[src/rtl/lemmings_dig_arbiter_pkg.sv]
// Shared definitions for the lemming shared-resource arbiters.
package lemmings_pkg;

  localparam int unsigned DEFAULT_N = 4;
  localparam int unsigned IDX_W     = 3;

  typedef enum logic [1:0] {
    IDLE    = 2'd0,
    GRANT   = 2'd1,
    HOLD    = 2'd2,
    RELEASE = 2'd3
  } dig_state_e;

endpackage

[src/rtl/lemmings_dig_arbiter_if.sv]
// Request/grant bundle between the lemming FSM array and the shovel arbiter.
interface lemmings_dig_arbiter_if
  import lemmings_pkg::*;
#(
  parameter int unsigned N = DEFAULT_N
);

  logic [N-1:0]     dig_req;
  logic [N-1:0]     digging;
  logic [N-1:0]     dig_gnt;
  logic [IDX_W-1:0] owner;
  logic             busy;
  logic             timeout;
  logic [7:0]       grant_count;

  modport master (
    output dig_req, digging,
    input  dig_gnt, owner, busy, timeout, grant_count
  );

  modport slave (
    input  dig_req, digging,
    output dig_gnt, owner, busy, timeout, grant_count
  );

endinterface

[src/rtl/lemmings_dig_arbiter_rr_pick.sv]
// Combinational round-robin picker: first set request at or after ptr, wrapping modulo N.
module rr_pick
  import lemmings_pkg::*;
#(
  parameter int unsigned N = DEFAULT_N
) (
  input  logic [N-1:0]     req,
  input  logic [IDX_W-1:0] ptr,
  output logic [IDX_W-1:0] idx,
  output logic             valid
);

  logic [N-1:0] rot;
  int unsigned  hit;
  int unsigned  sum;

  // Rotate so ptr lands at bit 0, then find the lowest set bit of the rotated vector.
  always_comb begin
    rot   = N'({req, req} >> ptr);
    valid = 1'b0;
    hit   = 0;
    for (int unsigned k = 0; k < N; k++) begin
      if (!valid && rot[0]) begin
        valid = 1'b1;
        hit   = k;
      end
      rot = rot >> 1;
    end
    sum = 32'(ptr) + hit;
    if (sum >= N) begin
      sum = sum - N;
    end
    idx = IDX_W'(sum);
  end

endmodule

[src/rtl/lemmings_dig_arbiter.sv]
// Round-robin shovel arbiter: grants one lemming at a time and holds the grant until it finishes digging.
module lemmings_dig_arbiter
  import lemmings_pkg::*;
#(
  parameter int unsigned N        = DEFAULT_N,
  parameter int unsigned ACK_WAIT = 3
) (
  input  logic                 clk,
  input  logic                 areset,
  lemmings_dig_arbiter_if.slave bus
);

  localparam logic [N-1:0] ONE = {{(N-1){1'b0}}, 1'b1};

  dig_state_e       state_q, state_d;
  logic [IDX_W-1:0] ptr_q, ptr_d;
  logic [IDX_W-1:0] owner_q, owner_d;
  logic [3:0]       wait_q, wait_d;
  logic [N-1:0]     gnt_q, gnt_d;
  logic             to_q, to_d;
  logic [7:0]       cnt_q, cnt_d;

  logic [IDX_W-1:0] pick_idx;
  logic             pick_valid;
  logic [N-1:0]     own_mask;
  logic             own_digging;
  logic             own_req;

  rr_pick #(.N(N)) u_pick (
    .req   (bus.dig_req),
    .ptr   (ptr_q),
    .idx   (pick_idx),
    .valid (pick_valid)
  );

  // Only the owner's status matters; stray digging bits from other lemmings are masked off.
  assign own_mask    = ONE << owner_q;
  assign own_digging = |(bus.digging & own_mask);
  assign own_req     = |(bus.dig_req & own_mask);

  always_ff @(posedge clk or posedge areset) begin
    if (areset) begin
      state_q <= IDLE;
      ptr_q   <= '0;
      owner_q <= '0;
      wait_q  <= '0;
      gnt_q   <= '0;
      to_q    <= 1'b0;
      cnt_q   <= '0;
    end else begin
      state_q <= state_d;
      ptr_q   <= ptr_d;
      owner_q <= owner_d;
      wait_q  <= wait_d;
      gnt_q   <= gnt_d;
      to_q    <= to_d;
      cnt_q   <= cnt_d;
    end
  end

  always_comb begin
    state_d = state_q;
    ptr_d   = ptr_q;
    owner_d = owner_q;
    wait_d  = wait_q;
    gnt_d   = gnt_q;
    to_d    = 1'b0;
    cnt_d   = cnt_q;
    case (state_q)
      IDLE: begin
        if (pick_valid) begin
          owner_d = pick_idx;
          gnt_d   = ONE << pick_idx;
          wait_d  = '0;
          state_d = GRANT;
        end
      end
      GRANT: begin
        // Acknowledge beats withdrawal, which beats timeout.
        if (own_digging) begin
          gnt_d   = '0;
          cnt_d   = (cnt_q == 8'hFF) ? cnt_q : cnt_q + 8'd1;
          state_d = HOLD;
        end else if (!own_req) begin
          gnt_d   = '0;
          state_d = RELEASE;
        end else if (wait_q == 4'(ACK_WAIT - 1)) begin
          gnt_d   = '0;
          to_d    = 1'b1;
          state_d = RELEASE;
        end else begin
          wait_d = wait_q + 4'd1;
        end
      end
      HOLD: begin
        if (!own_digging) begin
          state_d = RELEASE;
        end
      end
      RELEASE: begin
        ptr_d   = (owner_q == IDX_W'(N - 1)) ? '0 : owner_q + IDX_W'(1);
        state_d = IDLE;
      end
      default: state_d = IDLE;
    endcase
  end

  assign bus.dig_gnt     = gnt_q;
  assign bus.owner       = owner_q;
  assign bus.busy        = (state_q == GRANT) || (state_q == HOLD);
  assign bus.timeout     = to_q;
  assign bus.grant_count = cnt_q;

endmodule
[src/flat_wrapper.sv]
// flat-port wrapper written by rule: the top's interface ports become plain ports
module lemmings_dig_arbiter_flat import lemmings_pkg::*;
#(
  parameter int unsigned N        = DEFAULT_N,
  parameter int unsigned ACK_WAIT = 3
)
  (clk, areset, bus_dig_req, bus_digging, bus_dig_gnt, bus_owner, bus_busy, bus_timeout, bus_grant_count);
  lemmings_dig_arbiter_if #(.N(N)) bus_i ();
  input  logic clk;
  input  logic areset;
  input wire logic [$bits(bus_i.dig_req)-1:0] bus_dig_req;
  input wire logic [$bits(bus_i.digging)-1:0] bus_digging;
  output wire logic [$bits(bus_i.dig_gnt)-1:0] bus_dig_gnt;
  output wire logic [$bits(bus_i.owner)-1:0] bus_owner;
  output wire logic [$bits(bus_i.busy)-1:0] bus_busy;
  output wire logic [$bits(bus_i.timeout)-1:0] bus_timeout;
  output wire logic [$bits(bus_i.grant_count)-1:0] bus_grant_count;
  assign bus_i.dig_req = bus_dig_req;
  assign bus_i.digging = bus_digging;
  assign bus_dig_gnt = bus_i.dig_gnt;
  assign bus_owner = bus_i.owner;
  assign bus_busy = bus_i.busy;
  assign bus_timeout = bus_i.timeout;
  assign bus_grant_count = bus_i.grant_count;
  lemmings_dig_arbiter #(.N(N), .ACK_WAIT(ACK_WAIT)) u_core (.clk(clk), .areset(areset), .bus(bus_i));
endmodule
[config.mk]
export PLATFORM = sky130hd
export DESIGN_NAME = lemmings_dig_arbiter_flat
export DESIGN_NICKNAME = d
export VERILOG_FILES = /design/src/rtl/lemmings_dig_arbiter_pkg.sv /design/src/rtl/lemmings_dig_arbiter_if.sv /design/src/rtl/lemmings_dig_arbiter_rr_pick.sv /design/src/rtl/lemmings_dig_arbiter.sv /design/src/flat_wrapper.sv
export SDC_FILE = /design/constraint.sdc
export NUM_CORES = 1
export LEC_CHECK = 0
export CAP_MARGIN = 20
export CORE_AREA = 4 4 60 73
export CTS_CLUSTER_SIZE = 28
export DETAILED_ROUTE_END_ITERATION = 8
export DIE_AREA = 0 0 64 77
export PLACE_DENSITY = 0.71
export SLEW_MARGIN = 10
export SYNTH_ARGS = -nofsm -noshare
export SYNTH_HDL_FRONTEND = slang
export SYNTH_SLANG_ARGS = --single-unit
export TNS_END_PERCENT = 5
[constraint.sdc]
create_clock -name clk -period 4 [get_ports clk]
set_input_delay 0.6 -clock clk [delete_from_list [all_inputs] [get_ports clk]]
set_output_delay 0.6 -clock clk [all_outputs]
set_load 0.005 [all_outputs]
Word-level counts from Yosys, hierarchy flattened
Cells that the tools add are included.
Cells by class
  add/subtract/negate cells: 5
  order comparisons: 1
  eq/ne operators: 12
  shifts and indexed selects: 3
  multiplexer cells: 29
  bitwise gates (word level): 3
  reduce and logical (&&, ||, !) cells: 16
Operators with widths (count)
  4-bit 2-to-1 mux: 8
  4-bit case mux with 2 select lines: 2
  2-bit 2-to-1 mux: 7
  1-bit 2-to-1 mux: 9
  3-bit AND reduction: 3
  8-bit by 1-bit adder with 8-bit output, second input constant: 1
  4-bit bitwise AND: 2
  8-bit == test, second input constant: 1
  2-bit case mux with 4 select lines: 1
  4-bit OR reduction: 2
  1-bit by 3-bit left shift with 4-bit output, first input constant: 2
  8-bit by 3-bit right shift with 4-bit output: 1
  3-bit 2-to-1 mux: 2
  2-bit inequality test, second input constant: 3
  5-bit AND reduction: 1
  3-bit by 2-bit adder with 4-bit output: 1
  4-bit by 1-bit adder with 4-bit output, second input constant: 1
  2-bit == test, second input constant: 2
  4-bit by 2-bit == test with 1-bit output, second input constant: 1
  4-bit by 3-bit greater-or-equal comparator with 1-bit output, second input constant: 1
  2-bit by 1-bit inequality test with 1-bit output, second input constant: 2
  4-bit by 3-bit inequality test with 1-bit output, second input constant: 1
  3-bit by 1-bit adder with 3-bit output, second input constant: 1
  3-bit by 2-bit == test with 1-bit output, second input constant: 1
  other kinds (9): 13
Word-level totals
  bits in registers: 25
  input port bits: 10
  output and inout port bits: 17
  logic and storage cells: 76

Longest topological paths before layout
Gate-level depths: netlist of the first run.
  word-level depth: 17
  depth in mapped cells: 11
  mapped depth without buffers: 11

Modules after synthesis
From an unflattened synthesis of the first run, not the netlist that was laid out.
Unflattened totals
  cells, all modules: 161
  area, all modules: 1676.6 um^2
Modules (own cells, without submodules)
  lemmings_dig_arbiter: instances 1, cells each 131, area each 1442.6 um^2, sequential area each 625.6 um^2
  rr_pick: instances 1, cells each 30, area each 234.0 um^2, sequential area each 0.0 um^2

Worst setup path after synthesis of the first run
OpenSTA, ideal clock, no wires.
  kind: input port to flip-flop
  from: input port bus_dig_req[2]
  to: register u_core.gnt_q[1], in the netlist u_core.bus.dig_gnt[1]
  setup time: 0.064 ns
  arrival time: 2.461 ns
  required time: 3.936 ns
  path slack: 1.474 ns
  stages on the path: 10
  buffers on the path: 0
  cells stage by stage: nor2b_2 > a311oi_2 > nand4_1 > o31ai_1 > ha_1 > a21oi_1 > nor2_1 > or2_2 > nor3b_1 > mux2_2
On the way
  longest elaborated chain between the ends: 17
  elaborated cells between the ends (all ways): 28
  classes of those cells: add/sub (2); order compare (1); eq/ne (2); shift (2); mux (12); bitwise (1); reduce/logical (8)
Ends and longest elaborated chain
  from (decl): line flat_wrapper.sv:11  | input wire logic [$bits(bus_i.dig_req)-1:0] bus_dig_req;
  8-bit by 3-bit right shift with 4-bit output: line lemmings_dig_arbiter_rr_pick.sv:19  | rot = N'({req, req} >> ptr);
  1-bit 2-to-1 mux: line lemmings_dig_arbiter_rr_pick.sv:23  | if (!valid && rot[0]) begin
  1-bit logical NOT: line lemmings_dig_arbiter_rr_pick.sv:23
  1-bit logical AND: line lemmings_dig_arbiter_rr_pick.sv:23
  1-bit 2-to-1 mux: line lemmings_dig_arbiter_rr_pick.sv:23
  1-bit logical NOT: line lemmings_dig_arbiter_rr_pick.sv:23
  1-bit logical AND: line lemmings_dig_arbiter_rr_pick.sv:23
  1-bit 2-to-1 mux: line lemmings_dig_arbiter_rr_pick.sv:23
  1-bit logical NOT: line lemmings_dig_arbiter_rr_pick.sv:23
  1-bit logical AND: line lemmings_dig_arbiter_rr_pick.sv:23
  2-bit 2-to-1 mux: line lemmings_dig_arbiter_rr_pick.sv:23
  3-bit by 2-bit adder with 4-bit output: line lemmings_dig_arbiter_rr_pick.sv:29  | sum = 32'(ptr) + hit;
  4-bit by 3-bit greater-or-equal comparator with 1-bit output / 3-bit subtractor (equally long branches): line lemmings_dig_arbiter_rr_pick.sv:30, lemmings_dig_arbiter_rr_pick.sv:31
  3-bit 2-to-1 mux: line lemmings_dig_arbiter_rr_pick.sv:30  | if (sum >= N) begin
  1-bit by 3-bit left shift with 4-bit output: line lemmings_dig_arbiter.sv:73  | gnt_d = ONE << pick_idx;
  4-bit 2-to-1 mux: line lemmings_dig_arbiter.sv:71  | if (pick_valid) begin
  4-bit case mux with 2 select lines: line lemmings_dig_arbiter.sv:69  | case (state_q)
  to (signal assigned): line lemmings_dig_arbiter.sv:55  | gnt_q <= gnt_d;
  to (decl): line lemmings_dig_arbiter.sv:19  | logic [N-1:0] gnt_q, gnt_d;
Several ways; a longest one is shown, not always the timed one. The select of a mux whose other input is x is not followed.
A chain may end at the register's enable or synchronous reset.

Worst setup path after layout of the first run
Ends and elaborated chain as after synthesis.

==> implementation parameters, run 1 <==
Parameter                              Value

Yosys
  Cell types with the largest area share after synthesis    sky130_fd_sc_hd__dfrtp_1, sky130_fd_sc_hd__ha_1, sky130_fd_sc_hd__mux2_2, sky130_fd_sc_hd__nand2_1, sky130_fd_sc_hd__xnor2_1
  Cell with the most instances after synthesis    sky130_fd_sc_hd__dfrtp_1
  Mapped cell area    1608 µm²
  Share of flip-flops with an asynchronous set or reset after synthesis    1.000
  Count of flip-flops with a built-in enable after synthesis    0
  Number of unique standard cell types used by synthesis    45
  Synth area leader    sky130_fd_sc_hd__dfrtp_1
  Primary FF master, synth    sky130_fd_sc_hd__dfrtp_1
  Portion of synthesized cell area occupied by the leading cell type    0.3891
  Cell types with the highest counts after synthesis    sky130_fd_sc_hd__dfrtp_1, sky130_fd_sc_hd__nand2_1, sky130_fd_sc_hd__ha_1
  Share of the yosys chip area belonging to registers    0.3891
  Yosys Warn Count    0
  Post-Syn Instances    159
  Post-synthesis net count    183
  #FFs+latches synth    25
  Mapped Avg Cell Area    10.11 µm²

Final layout
  Number of fill cells    338
  Area of the multi-input gates    944.7 µm²
  Inserted Diodes    0
  Area growth from synthesis to final layout    23.04%
  Area taken by flip-flops and latches    625.6 µm²
  Share of layout cells above drive strength 1    0.1383
  Count of nets after finishing    213

Floorplan
  Placement row count    24
  Overall die area    4928 µm²
  Horiz. Die Dim    64 µm
  Initial Util    0.4425
  Count of boundary I/O pins    27
  Vertical die dimension    77 µm
  Placeable core region    3633 µm²

Routing
  Vias post-DR    1285
  WL met1    1375 µm
  Per-cell routed wire length    14.09 µm
  Number of nets with antenna violations after routing    0
  Post-detailed-route DRC marker count    0
  Total length of routed met3 wires    116 µm
  Wire length on met2    1809 µm
  First-pass DRT Iterations    4
  Highest metal layer used by the detailed router    met4
  Detailed Route Iter0 Violations    60
  Vias per inst    5.354
  Routed Wire Length    3381 µm

GRT
  Maximum number of pins on one net before global-route repair    26
  Vias in the first global route    1319
  Number of antenna violations at the first check in global routing    0
  First-pass GRT wire length    5823 µm
  Overall overflow remaining after global route    0
  Tot GR Track Use    0.1469

Timing
  Worst-margin pin slew    0.9635 ns
  Minimum clock period after layout    2.923 ns
  RSZ-0062 raised after global routing    false
  Highest attainable clock frequency    0.3421 GHz
  Share of the clock period used by the worst path after layout    0.7307
  Setup WS post-layout    1.077 ns
  Maximum clock skew at final layout    0.006387 ns
  Setup TNS    0 ns
  Count of final setup violators    0
  Relative slew slack    0.3569
  Final Max Slew Viols    0
  Hold Violations, Final    0

CTS
  Cts repair resizes    0
  Clock tree from TritonCTS    done
  Insertion delay to the later sink of the worst-skew pair    0.27 ns
  Setup fix buffers added after clock tree synthesis    0
  Post-CTS clock slew at the launch and capture registers of the worst setup and hold paths    0.10 ns
  TritonCTS Buffers    3
  Max Root-Sink Buffers    2
  Sinks on the clock net    25
  Buffer type at the clock tree root    sky130_fd_sc_hd__clkbuf_8
  Number of buffers inserted for hold repair after clock tree synthesis    0
  Htree depth    1

Placement
  Detailed-placement wirelength estimate    2640 µm
  DP Worst Slack    0.7737 ns
  Final weighted congestion in routability-driven placement    0.8405
  # port buffers    26

Power and ir drop
  Comb pwr share    0.556
  Switching power as a share of total power    0.3976
  Clock share of power    0.117
  Internal cell power    0.0008094 W
  Sequential power share    0.327
  Worst-case vdd ir drop    325.3 µV
  PD cells    679.2 nW/µm²
  Switching power    0.0005342 W
  Leakage Power    0.9034 nW

Worst setup path
  Crit start category    input port
  Peak fanout along the critical path    5
  Data required time of the worst path    4.22 ns
  CP arrival    3.14 ns
  Setup CP Type    in2reg
  Crit. End Element    register

Flow run
  Max cap viols    0

Run status
  Outcome    completed

Hold path
  Worst hold path class    reg2reg
[cells in the final DEF (no fill, tap or decap), drive strengths merged, types with 4 or more instances in the layout]
cell type,instances
nor3,5
xnor2,6
dfrtp,25
nor2,9
and3,4
o21ai,4
nand4,5
mux2,8
nand3,5
clkdlybuf4s50,26
nor2b,6
inv,9
ha,13
a21oi,5
nand2,17
[cell type report]
cell class	count	share of cell area
multi-input combinational	124	0.4775
sequential	25	0.3163
timing repair buffer	26	0.1316
tap	52	0.03289
clock buffer	3	0.02087
inverter	9	0.01708
clock inverter	1	0.003795
[power by group through the flow]
stage	sequential, W	combinational, W	clock (W)
finish	0.000439	0.000747	0.000157
global route	0.000454	0.000831	0.000172
CTS	0.000439	0.000758	0.000161
detailed placement	0.000442	0.000758	0
global placement	0.000435	0.000730	0
floorplan	0.000422	0.000528	0
[path summary, 6_finish.rpt]
check,start,endpoint,slack [ns],depth (start not counted)
hold / removal,u_core.bus.grant_count[7],u_core.bus.grant_count[7],0.51,1
setup reg to reg,u_core.ptr_q[0],u_core.bus.dig_gnt[1],1.42,9
min in group asynchronous,areset,u_core.bus.grant_count[6],0.84,2
hold reg to reg,u_core.bus.grant_count[7],u_core.bus.grant_count[7],0.51,1
setup / recovery,bus_dig_req[2],u_core.bus.dig_gnt[1],1.08,11
max in group asynchronous,areset,u_core.bus.owner[0],2.57,2
[through the flow]
stage	hold WS (ns)	utilization	cell area (µm²)	power (W)	cells
after floorplan	0.4851	-	1608	0.0009499	159
after global placement	0.4794	0.5310	1929	0.001165	236
after detailed placement	0.4906	0.5310	1929	0.001200	236
after CTS	0.5042	0.5444	1978	0.001357	240
after global routing	0.5244	0.5444	1978	0.001457	240
final	0.5052	0.5444	1978	0.001344	240
[routing by layer]
layer / vias up / track usage
met5: - / 0
met4: 0 / 0.06695
met3: 7 / 0.02632
met2: 28 / 0.2616
met1: 621 / 0.1665
li1: 629 / -
[cells by family after synthesis]
kind of cell,synth area share
muxes,0.06459
and+or+nand+nor,0.2288
xor gates and xnor gates,0.04280
adders and majority gates,0.1136
buffers and inverters,0.02334
AOI/OAI and AO/OA,0.1377
DFF,0.3891
[flip-flops by register name, indices dropped and copies added, names as in the netlist]
signal and count:
u_core.bus.owner 3, u_core.bus.dig_gnt 4, u_core.bus.grant_count 8, u_core.state_q 2
u_core.bus.timeout 1, u_core.ptr_q 3, u_core.wait_q 4
[critical path: stages]
cell and delay [ns]:
sky130_fd_sc_hd__clkdlybuf4s50_1 0.47, sky130_fd_sc_hd__nor2b_2 0.18, sky130_fd_sc_hd__a311oi_2 0.42, sky130_fd_sc_hd__nand4_1 0.16, sky130_fd_sc_hd__o31ai_1 0.15, sky130_fd_sc_hd__ha_1 0.31, sky130_fd_sc_hd__a21oi_1 0.14, sky130_fd_sc_hd__nor2_1 0.07
sky130_fd_sc_hd__or2_2 0.29, sky130_fd_sc_hd__nor3b_1 0.18, sky130_fd_sc_hd__mux2_2 0.16
(Power assumes the default switching activity.)
==> inputs of run 2 (changes only) <==
clock period = 3.1 ns   (was 4 ns; I/O delays follow)
==> implementation parameters, run 2 (synthesis results as in run 1) <==
Parameter                              Value

Routing
  Vias per inst    5.360
  Per-cell routed wire length    14.61 µm
  Routed Wire Length    3535 µm
  Post-detailed-route DRC marker count    0
  Detailed Route Iter0 Violations    52
  First-pass DRT Iterations    4
  Number of nets with antenna violations after routing    0
  Vias post-DR    1297

Timing
  Maximum clock skew at final layout    0.003005 ns
  RSZ-0062 raised after global routing    false
  Setup WS post-layout    0.3381 ns
  Setup TNS    0 ns
  Highest attainable clock frequency    0.3621 GHz
  Minimum clock period after layout    2.762 ns
  Relative slew slack    0.6810
  Hold Violations, Final    0
  Worst-margin pin slew    0.4780 ns
  Final Max Slew Viols    0
  Share of the clock period used by the worst path after layout    0.8909
  Count of final setup violators    0

Final layout
  Most used cells in the layout excluding fill and tap cells    sky130_fd_sc_hd__clkdlybuf4s50_1, sky130_fd_sc_hd__dfrtp_1, sky130_fd_sc_hd__nand2_1
  Share of layout cells above drive strength 1    0.1421
  Number of fill cells    317
  Count of nets after finishing    215
  Inserted Diodes    0
  Area growth from synthesis to final layout    24.98%
  Max reg flops    8
  Leading cell type in the layout, fill and taps excluded    sky130_fd_sc_hd__clkdlybuf4s50_1

CTS
  Buffer type at the clock tree root    sky130_fd_sc_hd__clkbuf_8
  Max Root-Sink Buffers    2
  TritonCTS Buffers    3
  Clock tree from TritonCTS    done
  Insertion delay to the later sink of the worst-skew pair    0.27 ns
  Post-CTS clock slew at the launch and capture registers of the worst setup and hold paths    0.09 ns
  Htree depth    1
  Setup fix buffers added after clock tree synthesis    0
  Cts repair resizes    0
  Number of buffers inserted for hold repair after clock tree synthesis    0
  Sinks on the clock net    25

Worst setup path
  Crit. End Element    register
  Setup CP Type    in2reg
  CP arrival    2.98 ns
  Data required time of the worst path    3.32 ns
  Peak fanout along the critical path    5
  Crit start category    input port

Placement
  Final weighted congestion in routability-driven placement    0.7846
  DP Worst Slack    0.04969 ns
  # port buffers    26
  Detailed-placement wirelength estimate    2738 µm

Floorplan
  Placement row count    24
  Overall die area    4928 µm²
  Horiz. Die Dim    64 µm
  Count of boundary I/O pins    27
  Initial Util    0.4425
  Placeable core region    3633 µm²
  Vertical die dimension    77 µm

GRT
  First-pass GRT wire length    6058 µm
  Vias in the first global route    1328
  Number of antenna violations at the first check in global routing    0
  Overall overflow remaining after global route    0
  Tot GR Track Use    0.1512
  Maximum number of pins on one net before global-route repair    26

Run status
  Outcome    completed

Hold path
  Worst hold path class    in2async

Flow run
  Max cap viols    0

Power and ir drop
  Leakage Power    0.9222 nW
  Worst-case vdd ir drop    377.5 µV
  PD cells    867.3 nW/µm²
==> run 2: cell count changes in the layout (fill, tap and decap cells not counted) <==
cell                         previous run  this run
sky130_fd_sc_hd__clkbuf_1               0         1
sky130_fd_sc_hd__clkinvlp_4             1         0
sky130_fd_sc_hd__buf_16                 0         1
sky130_fd_sc_hd__buf_4                  0         1
==> run 2: worst paths after layout <==
path / startpoint / endpoint / slack (ns) / cells after the start
max in group asynchronous: areset / u_core.bus.owner[0] / 2.16 / 3
hold reg to reg: u_core.bus.grant_count[7] / u_core.bus.grant_count[7] / 0.50 / 1
min in group clk: u_core.bus.grant_count[7] / u_core.bus.grant_count[7] / 0.50 / 1
setup reg to reg: u_core.ptr_q[0] / u_core.bus.dig_gnt[1] / 0.48 / 9
hold / removal: areset / u_core.bus.grant_count[3] / 0.50 / 2
setup / recovery: bus_dig_req[1] / u_core.bus.dig_gnt[1] / 0.34 / 10
==> run 2: area by class of cell <==
class	count	area (µm²)	share of cell area
Sequential cell	25	625.6	0.3113
Clock buffer	4	45.04	0.02242
Inverter	9	33.78	0.01681
Tap cell	52	65.06	0.03238
Timing Repair Buffer	28	295.3	0.1469
Multi-Input combinational cell	124	944.7	0.4701
==> run 2: layer usage <==
metal | vias up | wire [µm] | share of wire | global-route usage
li1 | 634 | - | - | -
met1 | 610 | 1406 | 0.40 | 0.1667
met2 | 41 | 1915 | 0.54 | 0.2854
met3 | 12 | 136 | 0.038 | 0.02193
met4 | 0 | 76 | 0.021 | 0.05400
met5 | - | 0 | 0 | 0
==> run 2: report_power, final <==
group	internal [W]	switching (W)	leakage [nW]
registers	0.000430	0.000140	0.326
logic	0.000528	0.000449	0.574
clock network	0.0000921	0.000104	0.0228
total	0.00105	0.000693	0.922
==> run 2: worst max-delay path, stage by stage <==
cell	delay, ns
sky130_fd_sc_hd__clkdlybuf4s50_1	0.48
sky130_fd_sc_hd__a21oi_1	0.28
sky130_fd_sc_hd__nand2_1	0.11
sky130_fd_sc_hd__o31ai_1	0.43
sky130_fd_sc_hd__ha_1	0.31
sky130_fd_sc_hd__a21oi_1	0.15
sky130_fd_sc_hd__nor2_1	0.07
sky130_fd_sc_hd__or2_2	0.31
sky130_fd_sc_hd__nor3b_1	0.20
sky130_fd_sc_hd__mux2_2	0.17
==> run 2: through the flow <==
stage	hold WS (ns)	instance area (µm²)	utilization	power [W]	cells
floorplan	0.4851	1608	-	0.001226	159
detailed placement	0.4865	1937	0.5331	0.001557	237
CTS	0.4980	1982	0.5455	0.001759	241
global placement	0.4765	1937	0.5331	0.001508	237
global route	0.5057	2009	0.5530	0.001893	242
finish	0.4991	2009	0.5530	0.001743	242
==> inputs of run 3 (changes only) <==
clock period = 3.4 ns   (was 3.1 ns; I/O delays follow)
==> implementation parameters, run 3 (synthesis results as in run 1) <==
Parameter                              Value

CTS
  TritonCTS Buffers    3
  Max Root-Sink Buffers    2
  Buffer type at the clock tree root    sky130_fd_sc_hd__clkbuf_8
  Cts repair resizes    0
  Htree depth    1
  Sinks on the clock net    25
  Clock tree from TritonCTS    done
  Insertion delay to the later sink of the worst-skew pair    0.26 ns
  Setup fix buffers added after clock tree synthesis    0
  Number of buffers inserted for hold repair after clock tree synthesis    0
  Post-CTS clock slew at the launch and capture registers of the worst setup and hold paths    0.09 ns

Power and ir drop
  Worst-case vdd ir drop    375.7 µV
  Leakage Power    0.9034 nW
  PD cells    795.5 nW/µm²

Timing
  Relative slew slack    0.3586
  Maximum clock skew at final layout    0.003374 ns
  Count of final setup violators    0
  Share of the clock period used by the worst path after layout    0.8408
  Setup TNS    0 ns
  Hold Violations, Final    0
  Minimum clock period after layout    2.859 ns
  Worst slack on hold paths    0.5011 ns
  Worst-margin pin slew    0.9610 ns
  Final Max Slew Viols    0
  Highest attainable clock frequency    0.3498 GHz
  RSZ-0062 raised after global routing    false

Routing
  Post-detailed-route DRC marker count    0
  Routed Wire Length    3382 µm
  First-pass DRT Iterations    4
  Vias post-DR    1278
  Vias per inst    5.325
  Detailed Route Iter0 Violations    82
  Per-cell routed wire length    14.09 µm
  Number of nets with antenna violations after routing    0

Worst setup path
  Crit start category    input port
  Peak fanout along the critical path    5
  Data required time of the worst path    3.61 ns
  CP arrival    3.07 ns
  Slowest stage delay, CP    0.47 ns
  Crit path from    bus_dig_req[2]
  Worst reg2reg path depth    9
  Capturing point of the worst reg2reg path    u_core.bus.dig_gnt[2]
  WP buf/inv    1
  Slack of the worst reg-to-reg path    0.80 ns
  Worst-path cell chain    clkdlybuf4s50_1, nor2b_2, a311oi_2, nand4_1, o31ai_1, ha_1, a21oi_1, nor2_1, or2_2, nor3b_1, mux2_2
  Critical Path Slowest Stage Cell    sky130_fd_sc_hd__clkdlybuf4s50_1
  Worst reg2reg startpoint    u_core.ptr_q[0]
  Crit. End Element    register
  Kind of cell adding the most delay to the critical path    simple AND/OR/NAND/NOR gates
  Crit path depth    11
  Setup CP Type    in2reg
  Critical Path End    u_core.bus.dig_gnt[2]

Flow run
  Max cap viols    0

Final layout
  Area growth from synthesis to final layout    23.04%
  Leading cell type in the layout, fill and taps excluded    sky130_fd_sc_hd__clkdlybuf4s50_1
  Max reg flops    8
  Inserted Diodes    0
  Share of layout cells above drive strength 1    0.1383
  Count of nets after finishing    213
  Most used cells in the layout excluding fill and tap cells    sky130_fd_sc_hd__clkdlybuf4s50_1, sky130_fd_sc_hd__dfrtp_1, sky130_fd_sc_hd__nand2_1
  Utilization of the core after routing    0.5444
  Finished Layout Cells    240
  Number of fill cells    339

GRT
  Tot GR Track Use    0.1447
  First-pass GRT wire length    5837 µm
  Number of antenna violations at the first check in global routing    0
  Overall overflow remaining after global route    0
  Maximum number of pins on one net before global-route repair    26
  Vias in the first global route    1306

Hold path
  Worst hold path class    reg2reg

Floorplan
  Vertical die dimension    77 µm
  Initial Util    0.4425
  Placeable core region    3633 µm²
  Horiz. Die Dim    64 µm
  Overall die area    4928 µm²
  Placement row count    24
  Count of boundary I/O pins    27

Placement
  # port buffers    26
  Detailed-placement wirelength estimate    2650 µm
  Final weighted congestion in routability-driven placement    0.8405
  Placed cell count    236

Run status
  Outcome    completed
==> run 3: cell count changes in the layout (fill, tap and decap cells not counted) <==
cell                         delta
sky130_fd_sc_hd__buf_4          -1
sky130_fd_sc_hd__clkbuf_1       -1
sky130_fd_sc_hd__clkinvlp_4     +1
sky130_fd_sc_hd__buf_16         -1
==> run 3: power by group <==
part / total [W] / switching (W) / internal [W]
Combinational: 0.000877 / 0.000400 / 0.000477
Sequential: 0.000518 / 0.000126 / 0.000392
Clock: 0.000179 / 0.0000958 / 0.0000829
Total: 0.00157 / 0.000622 / 0.000951
==> run 3: how the worst min path moves through the flow <==
stage / startpoint / endpoint / cells after the start
detailed placement: u_core.bus.grant_count[7] / u_core.bus.grant_count[7] / 1
floorplan: u_core.bus.grant_count[7] / u_core.bus.grant_count[7] / 1
CTS: u_core.bus.grant_count[7] / u_core.bus.grant_count[7] / 1
global placement: u_core.bus.grant_count[7] / u_core.bus.grant_count[7] / 1
finish: u_core.bus.grant_count[7] / u_core.bus.grant_count[7] / 1
global route: u_core.bus.grant_count[7] / u_core.bus.grant_count[7] / 1
==> run 3: layer usage <==
layer	global-route usage	vias up	routed length, µm
met3	0.02339	4	115
li1	-	632	-
met1	0.1720	622	1416
met5	0	-	0
met4	0.04752	0	45
met2	0.2596	20	1805
==> run 3: stage by stage <==
stage	setup slack, ns	power, W	cell area, µm²
4_1_cts	0.5288	0.001597	1978
5_1_grt	0.3469	0.001720	1978
2_1_floorplan	0.9645	0.001118	1608
3_3_place_gp	0.3936	0.001370	1929
6_report	0.5414	0.001574	1978
3_5_place_dp	0.2559	0.001413	1929
==> run 3: final cells by class <==
class	count	area [µm²]	area share
multi-input combinational	124	944.7	0.4775
sequential	25	625.6	0.3163
timing repair buffer	26	260.3	0.1316
tap	52	65.06	0.03289
clock buffer	3	41.29	0.02087
inverter	9	33.78	0.01708
clock inverter	1	7.507	0.003795
